$ cat src/rtl/conv_output_writer.sv
// Output stage of the conv accumulator: ReLU + saturation on each sent lane, a small
// multi-push FIFO, one SRAM write per cycle, and a 16'hFFFF marker after each matrix.
module conv_output_writer #(
  parameter int          ACC_W      = 20,
  parameter int          DATA_W     = 16,
  parameter int          ADDR_W     = 12,
  parameter int          FIFO_DEPTH = 8,
  parameter int unsigned BASE_ADDR  = 0
) (
  input  logic                clk,
  input  logic                reset_b,
  input  logic                reset_datapath_n,
  input  logic [3:0]          ACC_send,
  input  logic [4*ACC_W-1:0]  acc_data,
  input  logic                matrix_done_flag,
  output logic                sram_write_enable,
  output logic [ADDR_W-1:0]   sram_write_address,
  output logic [DATA_W-1:0]   sram_write_data,
  output logic                writer_busy,
  output logic                matrix_written,
  output logic                fifo_overflow
);

  localparam int PTR_W = $clog2(FIFO_DEPTH);
  localparam int CNT_W = PTR_W + 1;

  localparam logic [1:0] S_IDLE  = 2'd0;
  localparam logic [1:0] S_WRITE = 2'd1;
  localparam logic [1:0] S_DRAIN = 2'd2;
  localparam logic [1:0] S_DONE  = 2'd3;

  localparam logic [DATA_W-1:0] MARKER  = '1;
  localparam logic [DATA_W-1:0] SAT_MAX = {1'b0, {(DATA_W-1){1'b1}}};

  // Non-negative values above SAT_MAX are exactly those with a bit set between
  // DATA_W-1 and the sign bit, so results never reach the all-ones marker.
  function automatic logic [DATA_W-1:0] relu_sat(input logic [ACC_W-1:0] v);
    logic [DATA_W-1:0] r;
    if (v[ACC_W-1])                 r = '0;
    else if (|v[ACC_W-2:DATA_W-1])  r = SAT_MAX;
    else                            r = v[DATA_W-1:0];
    return r;
  endfunction

  logic [DATA_W-1:0] mem_q [FIFO_DEPTH];
  logic [PTR_W-1:0]  rd_ptr_q, wr_ptr_q;
  logic [CNT_W-1:0]  count_q, marker_cnt_q, marker_cnt_d;
  logic [1:0]        state_q, state_d;
  logic [ADDR_W-1:0] next_addr_q;
  logic              we_q, mw_q, ovf_q;
  logic [ADDR_W-1:0] addr_q;
  logic [DATA_W-1:0] data_q;

  logic              rst_all, pop, overflow_hit;
  logic [CNT_W-1:0]  free_slots, n_push, count_after;
  logic [3:0]        lane_we;
  logic [PTR_W-1:0]  lane_slot [4];

  assign rst_all = !reset_b || !reset_datapath_n;

  // A DRAIN entered with nothing owed must not pop next-matrix data ahead of the marker.
  assign pop = (count_q != '0) && (state_q != S_DONE) &&
               !(state_q == S_DRAIN && marker_cnt_q == '0);

  assign free_slots = CNT_W'(FIFO_DEPTH) - count_q + CNT_W'(pop);

  // NOTE: n_push is a running tally inside one combinational pass, so it is updated
  // with blocking assignments and defaulted first to avoid inferring a latch.
  always_comb begin
    n_push       = '0;
    overflow_hit = 1'b0;
    lane_we      = '0;
    for (int i = 0; i < 4; i++) begin
      lane_slot[i] = wr_ptr_q + PTR_W'(n_push);
      if (ACC_send[i]) begin
        if (n_push < free_slots) begin
          lane_we[i] = 1'b1;
          n_push     = n_push + 1'b1;
        end else begin
          overflow_hit = 1'b1;
        end
      end
    end
  end

  assign count_after = count_q - CNT_W'(pop) + n_push;

  always_comb begin
    state_d      = state_q;
    marker_cnt_d = marker_cnt_q;
    case (state_q)
      S_IDLE: begin
        if (matrix_done_flag) begin
          state_d      = S_DRAIN;
          marker_cnt_d = count_after;
        end else if (count_q != '0 || n_push != '0) begin
          state_d = S_WRITE;
        end
      end
      S_WRITE: begin
        if (matrix_done_flag) begin
          state_d      = S_DRAIN;
          marker_cnt_d = count_after;
        end else if (count_after == '0) begin
          state_d = S_IDLE;
        end
      end
      S_DRAIN: begin
        marker_cnt_d = marker_cnt_q - CNT_W'(pop);
        if (marker_cnt_d == '0) state_d = S_DONE;
      end
      default: state_d = (count_after != '0) ? S_WRITE : S_IDLE;
    endcase
  end

  // NOTE: the result store has no reset; emptiness is tracked by the pointers and count.
  always_ff @(posedge clk) begin
    for (int i = 0; i < 4; i++) begin
      if (lane_we[i]) mem_q[lane_slot[i]] <= relu_sat(acc_data[i*ACC_W +: ACC_W]);
    end
  end

  // NOTE: all state registers use non-blocking assignments so every register
  // samples the pre-edge values regardless of statement order.
  always_ff @(posedge clk) begin
    if (rst_all) begin
      state_q      <= S_IDLE;
      rd_ptr_q     <= '0;
      wr_ptr_q     <= '0;
      count_q      <= '0;
      marker_cnt_q <= '0;
      next_addr_q  <= ADDR_W'(BASE_ADDR);
      addr_q       <= ADDR_W'(BASE_ADDR);
      data_q       <= '0;
      we_q         <= 1'b0;
      mw_q         <= 1'b0;
      ovf_q        <= 1'b0;
    end else begin
      state_q      <= state_d;
      rd_ptr_q     <= rd_ptr_q + PTR_W'(pop);
      wr_ptr_q     <= wr_ptr_q + PTR_W'(n_push);
      count_q      <= count_after;
      marker_cnt_q <= marker_cnt_d;
      ovf_q        <= ovf_q | overflow_hit;
      we_q         <= pop || (state_q == S_DONE);
      mw_q         <= (state_q == S_DONE);
      if (pop || state_q == S_DONE) begin
        data_q      <= (state_q == S_DONE) ? MARKER : mem_q[rd_ptr_q];
        addr_q      <= next_addr_q;
        next_addr_q <= next_addr_q + 1'b1;
      end
    end
  end

  assign sram_write_enable  = we_q;
  assign sram_write_address = addr_q;
  assign sram_write_data    = data_q;
  assign matrix_written     = mw_q;
  assign fifo_overflow      = ovf_q;
  assign writer_busy        = (count_q != '0) || (state_q != S_IDLE);

endmodule

$ cat config.mk
export PLATFORM = sky130hd
export DESIGN_NAME = conv_output_writer
export DESIGN_NICKNAME = d
export VERILOG_FILES = /design/src/rtl/conv_output_writer.sv
export SDC_FILE = /design/constraint.sdc
export NUM_CORES = 1
export LEC_CHECK = 0
export ABC_CLOCK_PERIOD_IN_PS = 8500
export BUFFER_PORTS_ARGS = -buffer_cell sky130_fd_sc_hd__buf_2
export CAP_MARGIN = 20
export CORE_MARGIN = 3
export CORE_UTILIZATION = 45
export CTS_CLUSTER_DIAMETER = 30
export DETAILED_ROUTE_END_ITERATION = 10
export HOLD_SLACK_MARGIN = 0.1
export PLACE_DENSITY = 0.73
export SYNTH_ARGS = -nofsm -noshare
export SYNTH_HDL_FRONTEND = slang
export SYNTH_SLANG_ARGS = --single-unit
$ cat constraint.sdc
create_clock -name clk -period 8.5 [get_ports clk]
set_clock_uncertainty 0.1 [all_clocks]
set_input_delay 0.425 -clock clk [delete_from_list [all_inputs] [get_ports clk]]
set_output_delay 0.425 -clock clk [all_outputs]
set_load 0.02 [all_outputs]
==> load_flow_metrics.sql, run 1 <==
INSERT INTO impl_metrics (metric_group, metric, value, unit) VALUES
('global_route', 'antenna_found_initial', '0', ''),
('cells_and_area', 'fraction_of_final_layout_cells_sized_beyond_drive_strength_1', '19.4', '%'),
('route', 'dr_total_vias', '9336', ''),
('cells_and_area', 'area_of_combinational_cells_with_multiple_inputs', '0.00720', 'mm^2'),
('die', 'start_util', '46.3', '%'),
('synth', 'synth_compound_area_share', '7.33', '%'),
('synth', 'yosys_reg_bits', '187', ''),
('route', 'via_per_inst', '5.92', ''),
('synth', 'netlist_instances', '1091', ''),
('die', 'fp.dieArea', '0.0301', 'mm^2'),
('global_route', 'grt_first_pass_wirelength', '54.3', 'mm'),
('job', 'timing.max_cap.violations', '0', ''),
('timing', 'drv_slew', '0', ''),
('synth', 'synth_area_per_cell', '11.6', 'um^2'),
('route', 'drt.antenna.violating_nets', '0', ''),
('cells_and_area', 'final_cell_area', '0.0142', 'mm^2'),
('timing', 'fin_crit', '7.72', 'ns'),
('cells_and_area', 'mostFrequentLayoutCells', '378 x sky130_fd_sc_hd__mux2i_1, 128 x sky130_fd_sc_hd__edfxtp_1, 119 x sky130_fd_sc_hd__buf_2, 67 x sky130_fd_sc_hd__nor2_1, 58 x sky130_fd_sc_hd__dfxtp_1', ''),
('global_route', 'grt_start_max_net_pins', '37', ''),
('placement', 'globalplace.congestion', '0.817', ''),
('route', 'routed-wl-met2', '16.5', 'mm'),
('route', 'routed.top_layer', 'met4', ''),
('synth', 'synth_top_family_by_area', 'multiplexers', ''),
('synth', 'synth-simple-area-share', '8.59', '%'),
('clocking', 'cts.htree.levels', '4', ''),
('power', 'vdd_drop_max', '0.000219', 'V'),
('hold_path', 'hold_path_class', 'primary input to flop', ''),
('placement', 'placed_area', '0.0136', 'mm^2'),
('timing', 'hold_viol', '0', ''),
('die', 'core.rowCount', '60', ''),
('cells_and_area', 'area_growth_syn_to_layout', '12.2', '%'),
('clocking', 'worst_setup_hold_path_clk_slew', '0.08', 'ns'),
('timing', 'final-setup-viol-count', '0', ''),
('synth', 'seq_area_frac_synth', '39.8', '%'),
('synth', 'synth-warning-count', '0', ''),
('cells_and_area', 'fillCellCount', '2399', ''),
('route', 'remaining_drc_errors', '0', ''),
('timing', 'maxClockFrequency', '130', 'MHz'),
('synth', 'xor_xnor_share_of_the_synthesized_area', '2.08', '%'),
('critical_path', 'crit_arrival', '7.67', 'ns'),
('placement', 'placement_stage_worst_setup_slack', '0.654', 'ns'),
('synth', 'yosys-mux-area-fraction', '35.8', '%'),
('cells_and_area', 'layout_commonest_cell', 'sky130_fd_sc_hd__mux2i_1', ''),
('timing', 'setup_total_negative_slack', '0', 'ns'),
('placement', 'post-place-cells', '1544', ''),
('synth', 'ys.flop_type', 'sky130_fd_sc_hd__edfxtp_1', ''),
('synth', 'synthArstFlopShare', '0', '%'),
('clocking', 'cts_made_buffers', '17', ''),
('die', 'die_y', '173', 'um'),
('cells_and_area', 'finalNonFillerCells', '1576', ''),
('power', 'leakagePower', '5.43', 'nW'),
('clocking', 'tritoncts_num_sinks', '187', ''),
('placement', 'hpwl', '23.8', 'mm'),
('critical_path', 'worst_ep_required_time', '8.45', 'ns'),
('critical_path', 'cp-end-kind', 'flop', ''),
('synth', 'synth_edf_count', '128', ''),
('global_route', 'grt-ovfl-total', '0', ''),
('route', 'wl_met1', '15.5', 'mm'),
('route', 'detailedRoute.firstPassIterationCount', '5', ''),
('critical_path', 'critical_path.startpoint_type', 'flop', ''),
('clocking', 'cts.repair_timing.setup_buffer_count', '0', ''),
('placement', 'port_buffers', '119', ''),
('run_status', 'status', 'completed', ''),
('clocking', 'clk-insertion-delay-late', '0.43', 'ns'),
('power', 'power_density', '332', 'mW/mm^2'),
('cells_and_area', 'area_taken_by_flip_flops_and_latches', '0.00503', 'mm^2'),
('timing', 'finalHoldWorstSlack', '0.174', 'ns'),
('clocking', 'cts_tree', 'done', ''),
('route', 'drt_iter0_markers', '778', ''),
('timing', 'worst_slack', '0.784', 'ns'),
('timing', 'rsz0062_at_grt', 'false', '');
critical path, cell delays in order, from the launching register on:
cell and delay, ns:
sky130_fd_sc_hd__dfxtp_1 0.34, sky130_fd_sc_hd__nor4_1 0.40, sky130_fd_sc_hd__o21a_1 0.16, sky130_fd_sc_hd__nor2_1 0.04, sky130_fd_sc_hd__buf_4 0.22, sky130_fd_sc_hd__inv_1 0.14
sky130_fd_sc_hd__ha_1 0.22, sky130_fd_sc_hd__inv_1 0.06, sky130_fd_sc_hd__ha_1 0.20, sky130_fd_sc_hd__nor2b_1 0.23, sky130_fd_sc_hd__a211oi_4 0.11, sky130_fd_sc_hd__nor4_4 0.64
sky130_fd_sc_hd__inv_1 0.11, sky130_fd_sc_hd__ha_1 0.34, sky130_fd_sc_hd__a21o_1 0.19, sky130_fd_sc_hd__o31ai_1 0.51, sky130_fd_sc_hd__inv_1 0.14, sky130_fd_sc_hd__ha_1 0.35
sky130_fd_sc_hd__nand2_1 0.05, sky130_fd_sc_hd__o21ai_0 0.19, sky130_fd_sc_hd__inv_1 0.12, sky130_fd_sc_hd__fa_1 0.42, sky130_fd_sc_hd__xnor2_1 0.14, sky130_fd_sc_hd__xnor2_1 0.23
sky130_fd_sc_hd__nor3b_2 0.32, sky130_fd_sc_hd__nor3b_2 0.21, sky130_fd_sc_hd__buf_4 0.34, sky130_fd_sc_hd__or3_1 0.81
stage by stage:
stage / power [mW] / util (%)
final: 4.70 / 52.0
after global routing: 4.94 / 52.0
after CTS: 4.69 / 52.0
after detailed placement: 3.88 / 49.8
after global placement: 3.81 / 49.8
after floorplan: 3.22 / -
metal layers:
layer  global-route usage [%]  vias up
met2                     37.6      479
met5                        0        -
met3                     3.55       99
met4                     8.92        0
met1                     31.5     4457
li1                         -     4301
cell families (layout without fill, tap and decap cells):
logic type | count (synthesis) | in the layout
xor+xnor | 30 | 30
flops | 187 | 187
mux | 411 | 411
other cells | 1 | 8
fa+ha+maj | 27 | 27
buf+inv | 96 | 202
compound gates | 136 | 136
simple gates | 203 | 203
state kept, by name, indices dropped and copies added (netlist names), 2 cells and up:
register            flops
rd_ptr_q                3
state_q                 2
marker_cnt_q            4
sram_write_data        16
wr_ptr_q                3
next_addr_q            12
sram_write_address     12
mem_q                 128
count_q                 4
final timing paths:
path | startpoint | end | slack, ns | depth (start not counted)
max | marker_cnt_q[3] | mem_q[6][13] | 0.78 | 27
min | ACC_send[3] | fifo_overflow | 0.17 | 3
max reg2reg | marker_cnt_q[3] | mem_q[6][13] | 0.78 | 27
min reg2reg | sram_write_address[11] | sram_write_address[11] | 0.34 | 2
cells in the mapped netlist, types with 5 or more instances:
cell type	count	area (um^2)
sky130_fd_sc_hd__buf_2	26	130
sky130_fd_sc_hd__xnor2_1	16	140
sky130_fd_sc_hd__nand2_1	49	184
sky130_fd_sc_hd__and3_1	14	87.6
sky130_fd_sc_hd__dfxtp_1	59	1180
sky130_fd_sc_hd__o21ai_0	19	95.1
sky130_fd_sc_hd__clkbuf_1	30	113
sky130_fd_sc_hd__nor3_2	5	50.1
sky130_fd_sc_hd__o31ai_1	11	82.6
sky130_fd_sc_hd__inv_1	24	90.1
sky130_fd_sc_hd__nand3_1	7	35.0
sky130_fd_sc_hd__xor2_1	14	123
sky130_fd_sc_hd__mux2i_1	378	3780
sky130_fd_sc_hd__or4_1	7	52.6
sky130_fd_sc_hd__mux4_2	32	721
sky130_fd_sc_hd__o21bai_1	45	338
sky130_fd_sc_hd__nor2_1	67	251
sky130_fd_sc_hd__buf_4	11	82.6
sky130_fd_sc_hd__a211oi_1	5	37.5
sky130_fd_sc_hd__edfxtp_1	128	3840
sky130_fd_sc_hd__ha_1	22	275
sky130_fd_sc_hd__nand2b_1	10	62.6
sky130_fd_sc_hd__nor4_1	5	31.3
sky130_fd_sc_hd__a21oi_1	38	190
cell type report:
cell class | instances | area share, %
Tap cell | 372 | 3.29
Clock buffer | 18 | 3.03
Clock inverter | 14 | 1.10
Inverter | 24 | 0.636
Multi-Input combinational cell | 815 | 50.8
Timing Repair Buffer | 146 | 5.63
Sequential cell | 187 | 35.5
timing repair:
| action | CTS | global route |
|---|---|---|
| endpoints found under the hold margin | 0 | 0 |
| resized for setup | 0 | 2 |
| setup endpoints to repair | 0 | 17 |
power by group:
part	leakage, nW	internal, mW	switching [mW]
registers	1.67	1.43	0.107
clock network	0.275	0.439	0.360
logic	3.49	0.902	1.46
No activity file was read; power rests on OpenSTA's default activity.
==> inputs of run 2 (changes only) <==
==> config.mk (replaced) <==
export PLATFORM = sky130hd
export DESIGN_NAME = conv_output_writer
export DESIGN_NICKNAME = d
export VERILOG_FILES = /design/src/rtl/conv_output_writer.sv
export SDC_FILE = /design/constraint.sdc
export NUM_CORES = 1
export LEC_CHECK = 0
export ABC_CLOCK_PERIOD_IN_PS = 6430
export BUFFER_PORTS_ARGS = -buffer_cell sky130_fd_sc_hd__buf_2
export CAP_MARGIN = 20
export CORE_MARGIN = 2
export CORE_UTILIZATION = 45
export CTS_CLUSTER_DIAMETER = 30
export DETAILED_ROUTE_END_ITERATION = 10
export HOLD_SLACK_MARGIN = 0.1
export PLACE_DENSITY = 0.76
export SYNTH_ARGS = -nofsm -noshare
export SYNTH_HDL_FRONTEND = slang
export SYNTH_SLANG_ARGS = --single-unit
==> constraint.sdc (replaced) <==
create_clock -name clk -period 6.43 [get_ports clk]
set_clock_uncertainty 0.1 [all_clocks]
set_input_delay 0.3215 -clock clk [delete_from_list [all_inputs] [get_ports clk]]
set_output_delay 0.3215 -clock clk [all_outputs]
set_load 0.02 [all_outputs]
==> run 2 against run 1 <==
  * Cell area grew 4.3%
  * Core utilization is 1.3 points higher
  * Die area is 2.3% lower
  * Flip-flop and latch count did not move
  * Register-to-register slack lost 0.44 ns
  * Clock power rose by 30%
  * Sequential power rose by 31%
  * Power grew 41%
  * Routed wire length increased by 3.0%
  * Worst setup slack got worse by 0.44 ns
  * Final cell count increased by 3.4%
  * Critical path depth is 4 higher
==> load_flow_metrics.sql, run 2 (same netlist as run 1, synthesis figures left out) <==
INSERT INTO impl_metrics (metric_group, metric, value, unit) VALUES
('global_route', 'grt_start_max_net_pins', '34', ''),
('timing', 'max_slew_margin', '24.9', '%'),
('timing', 'rsz0062_at_grt', 'false', ''),
('cells_and_area', 'area_growth_syn_to_layout', '17.0', '%'),
('run_status', 'status', 'completed', ''),
('placement', 'port_buffers', '119', ''),
('critical_path', 'critical-path-top-delay-family', 'adder cells', ''),
('global_route', 'number_of_global_route_vias_before_repair', '9524', ''),
('placement', 'hpwl', '25.0', 'mm'),
('timing', 'hold_viol', '0', ''),
('hold_path', 'hold_path_class', 'primary input to flop', ''),
('power', 'leakagePower', '5.72', 'nW'),
('cells_and_area', 'finalNonFillerCells', '1629', ''),
('clocking', 'cts.htree.levels', '4', ''),
('timing', 'setup_total_negative_slack', '0', 'ns'),
('clocking', 'tritoncts_num_sinks', '187', ''),
('global_route', 'grt-ovfl-total', '0', ''),
('timing', 'fin_crit', '6.09', 'ns'),
('critical_path', 'worst_path_max_delay_cell', 'sky130_fd_sc_hd__dfxtp_4', ''),
('die', 'die_y', '171', 'um'),
('global_route', 'track_usage', '25.7', '%'),
('critical_path', 'critical_path.n_buffers_inverters', '5', ''),
('die', 'design.portCount', '120', ''),
('critical_path', 'cp-end-kind', 'flop', ''),
('route', 'detailedRoute.firstPassIterationCount', '5', ''),
('cells_and_area', 'largest_register_ffs', '128', ''),
('power', 'power.total', '6.64', 'mW'),
('clocking', 'clk-insertion-delay-late', '0.45', 'ns'),
('timing', 'drv_slew', '0', ''),
('critical_path', 'timing.critical_path.mode_cell', 'sky130_fd_sc_hd__inv_1', ''),
('die', 'start_util', '45.6', '%'),
('route', 'remaining_drc_errors', '0', ''),
('clocking', 'cts_tree', 'done', ''),
('timing', 'tightestPinTransition', '1.12', 'ns'),
('clocking', 'ctsRootBufferMaster', 'sky130_fd_sc_hd__clkbuf_16', ''),
('die', 'fp.dieW', '171', 'um'),
('clocking', 'worst_setup_hold_path_clk_slew', '0.07', 'ns'),
('cells_and_area', 'layout_commonest_cell', 'sky130_fd_sc_hd__mux2i_1', ''),
('clocking', 'cts.path.max_buffers', '2', ''),
('timing', 'layout_worst_path_cycle_share', '94.7', '%'),
('critical_path', 'worstSetupPathType', 'flop to flop', ''),
('cells_and_area', 'diodes', '0', ''),
('job', 'timing.max_cap.violations', '0', ''),
('route', 'dr_total_vias', '9664', ''),
('timing', 'final-setup-viol-count', '0', ''),
('global_route', 'antenna_found_initial', '0', ''),
('die', 'core.rowCount', '61', ''),
('critical_path', 'crit_arrival', '6.35', 'ns'),
('critical_path', 'largest_fanout_on_the_critical_path', '7', ''),
('cells_and_area', 'mostFrequentLayoutCells', '376 x sky130_fd_sc_hd__mux2i_1, 128 x sky130_fd_sc_hd__edfxtp_1, 119 x sky130_fd_sc_hd__buf_2, 66 x sky130_fd_sc_hd__buf_4, 65 x sky130_fd_sc_hd__nor2_1', ''),
('global_route', 'grt_first_pass_wirelength', '56.4', 'mm'),
('route', 'drt_iter0_markers', '987', ''),
('route', 'routedWlPerCell', '22.8', 'um'),
('cells_and_area', 'final_net_count', '1352', ''),
('die', 'fp.dieArea', '0.0294', 'mm^2'),
('die', 'core_region_area', '0.0277', 'mm^2'),
('critical_path', 'worst_ep_required_time', '6.69', 'ns'),
('route', 'finalWirelength', '37.1', 'mm'),
('route', 'drt.antenna.violating_nets', '0', ''),
('placement', 'post-place-cells', '1585', ''),
('cells_and_area', 'fraction_of_final_layout_cells_sized_beyond_drive_strength_1', '24.5', '%'),
('power', 'vdd_drop_max', '0.000284', 'V'),
('clocking', 'cts_made_buffers', '17', ''),
('power', 'power_density', '449', 'mW/mm^2'),
('timing', 'maxClockFrequency', '164', 'MHz'),
('critical_path', 'critical_path.startpoint_type', 'flop', ''),
('cells_and_area', 'postLayoutCoreUtil', '53.3', '%'),
('critical_path', 'crit_path_max_incr_delay', '0.36', 'ns'),
('route', 'via_per_inst', '5.93', ''),
('placement', 'globalplace.congestion', '0.898', '');
-- run 2: layout make-up --
cell class | count | area (um^2)
clock buffer | 18 | 429
clock inverter | 14 | 149
fill | 2405 | 12900
inverter | 24 | 92.6
multi-input combinational | 815 | 7400
sequential | 187 | 5040
tap | 378 | 473
timing repair buffer | 193 | 1190
-- run 2: timing repair --
action | in CTS | in global routing
hold endpoints to repair | 2 | 0
hold buffers | 2 | 0
pin swaps | 2 | 11
endpoints found under the setup margin | 22 | 256
resized for setup | 4 | 37
cloned | 0 | 0
setup buffers | 2 | 8
-- run 2: stage by stage --
step | setup slack, ns | instance area [um^2] | hold WS, ns
floorplan | 0.0336 | 12700 | 0.349
global placement | 0.0347 | 13900 | 0.337
detailed placement | -0.209 | 13900 | 0.343
CTS | 0.00271 | 14500 | 0.104
global route | 0.00261 | 14800 | 0.139
finish | 0.341 | 14800 | 0.116
-- run 2: path summary, 6_finish.rpt --
kind                          from                    end  slack [ns]  cells past startpoint
max                marker_cnt_q[0]             state_q[0]        0.34                     31
min                        reset_b            wr_ptr_q[0]        0.12                      2
max reg2reg        marker_cnt_q[0]             state_q[0]        0.34                     31
min reg2reg  sram_write_address[6]  sram_write_address[6]        0.35                      2
-- run 2: routing by layer --
metal,up-vias,GRT usage [%],wire (um),share of wire [%]
li1,4397,-,-,-
met1,4627,34.9,15300,41
met2,517,40.9,16800,45
met3,123,4.05,3420,9.2
met4,0,11.1,1590,4.3
met5,-,0,0,0
-- run 2: report_power, final --
group	internal, mW	total [mW]	switching (mW)
clock network	0.520	1.04	0.518
registers	1.88	2.01	0.131
logic	1.48	3.59	2.11
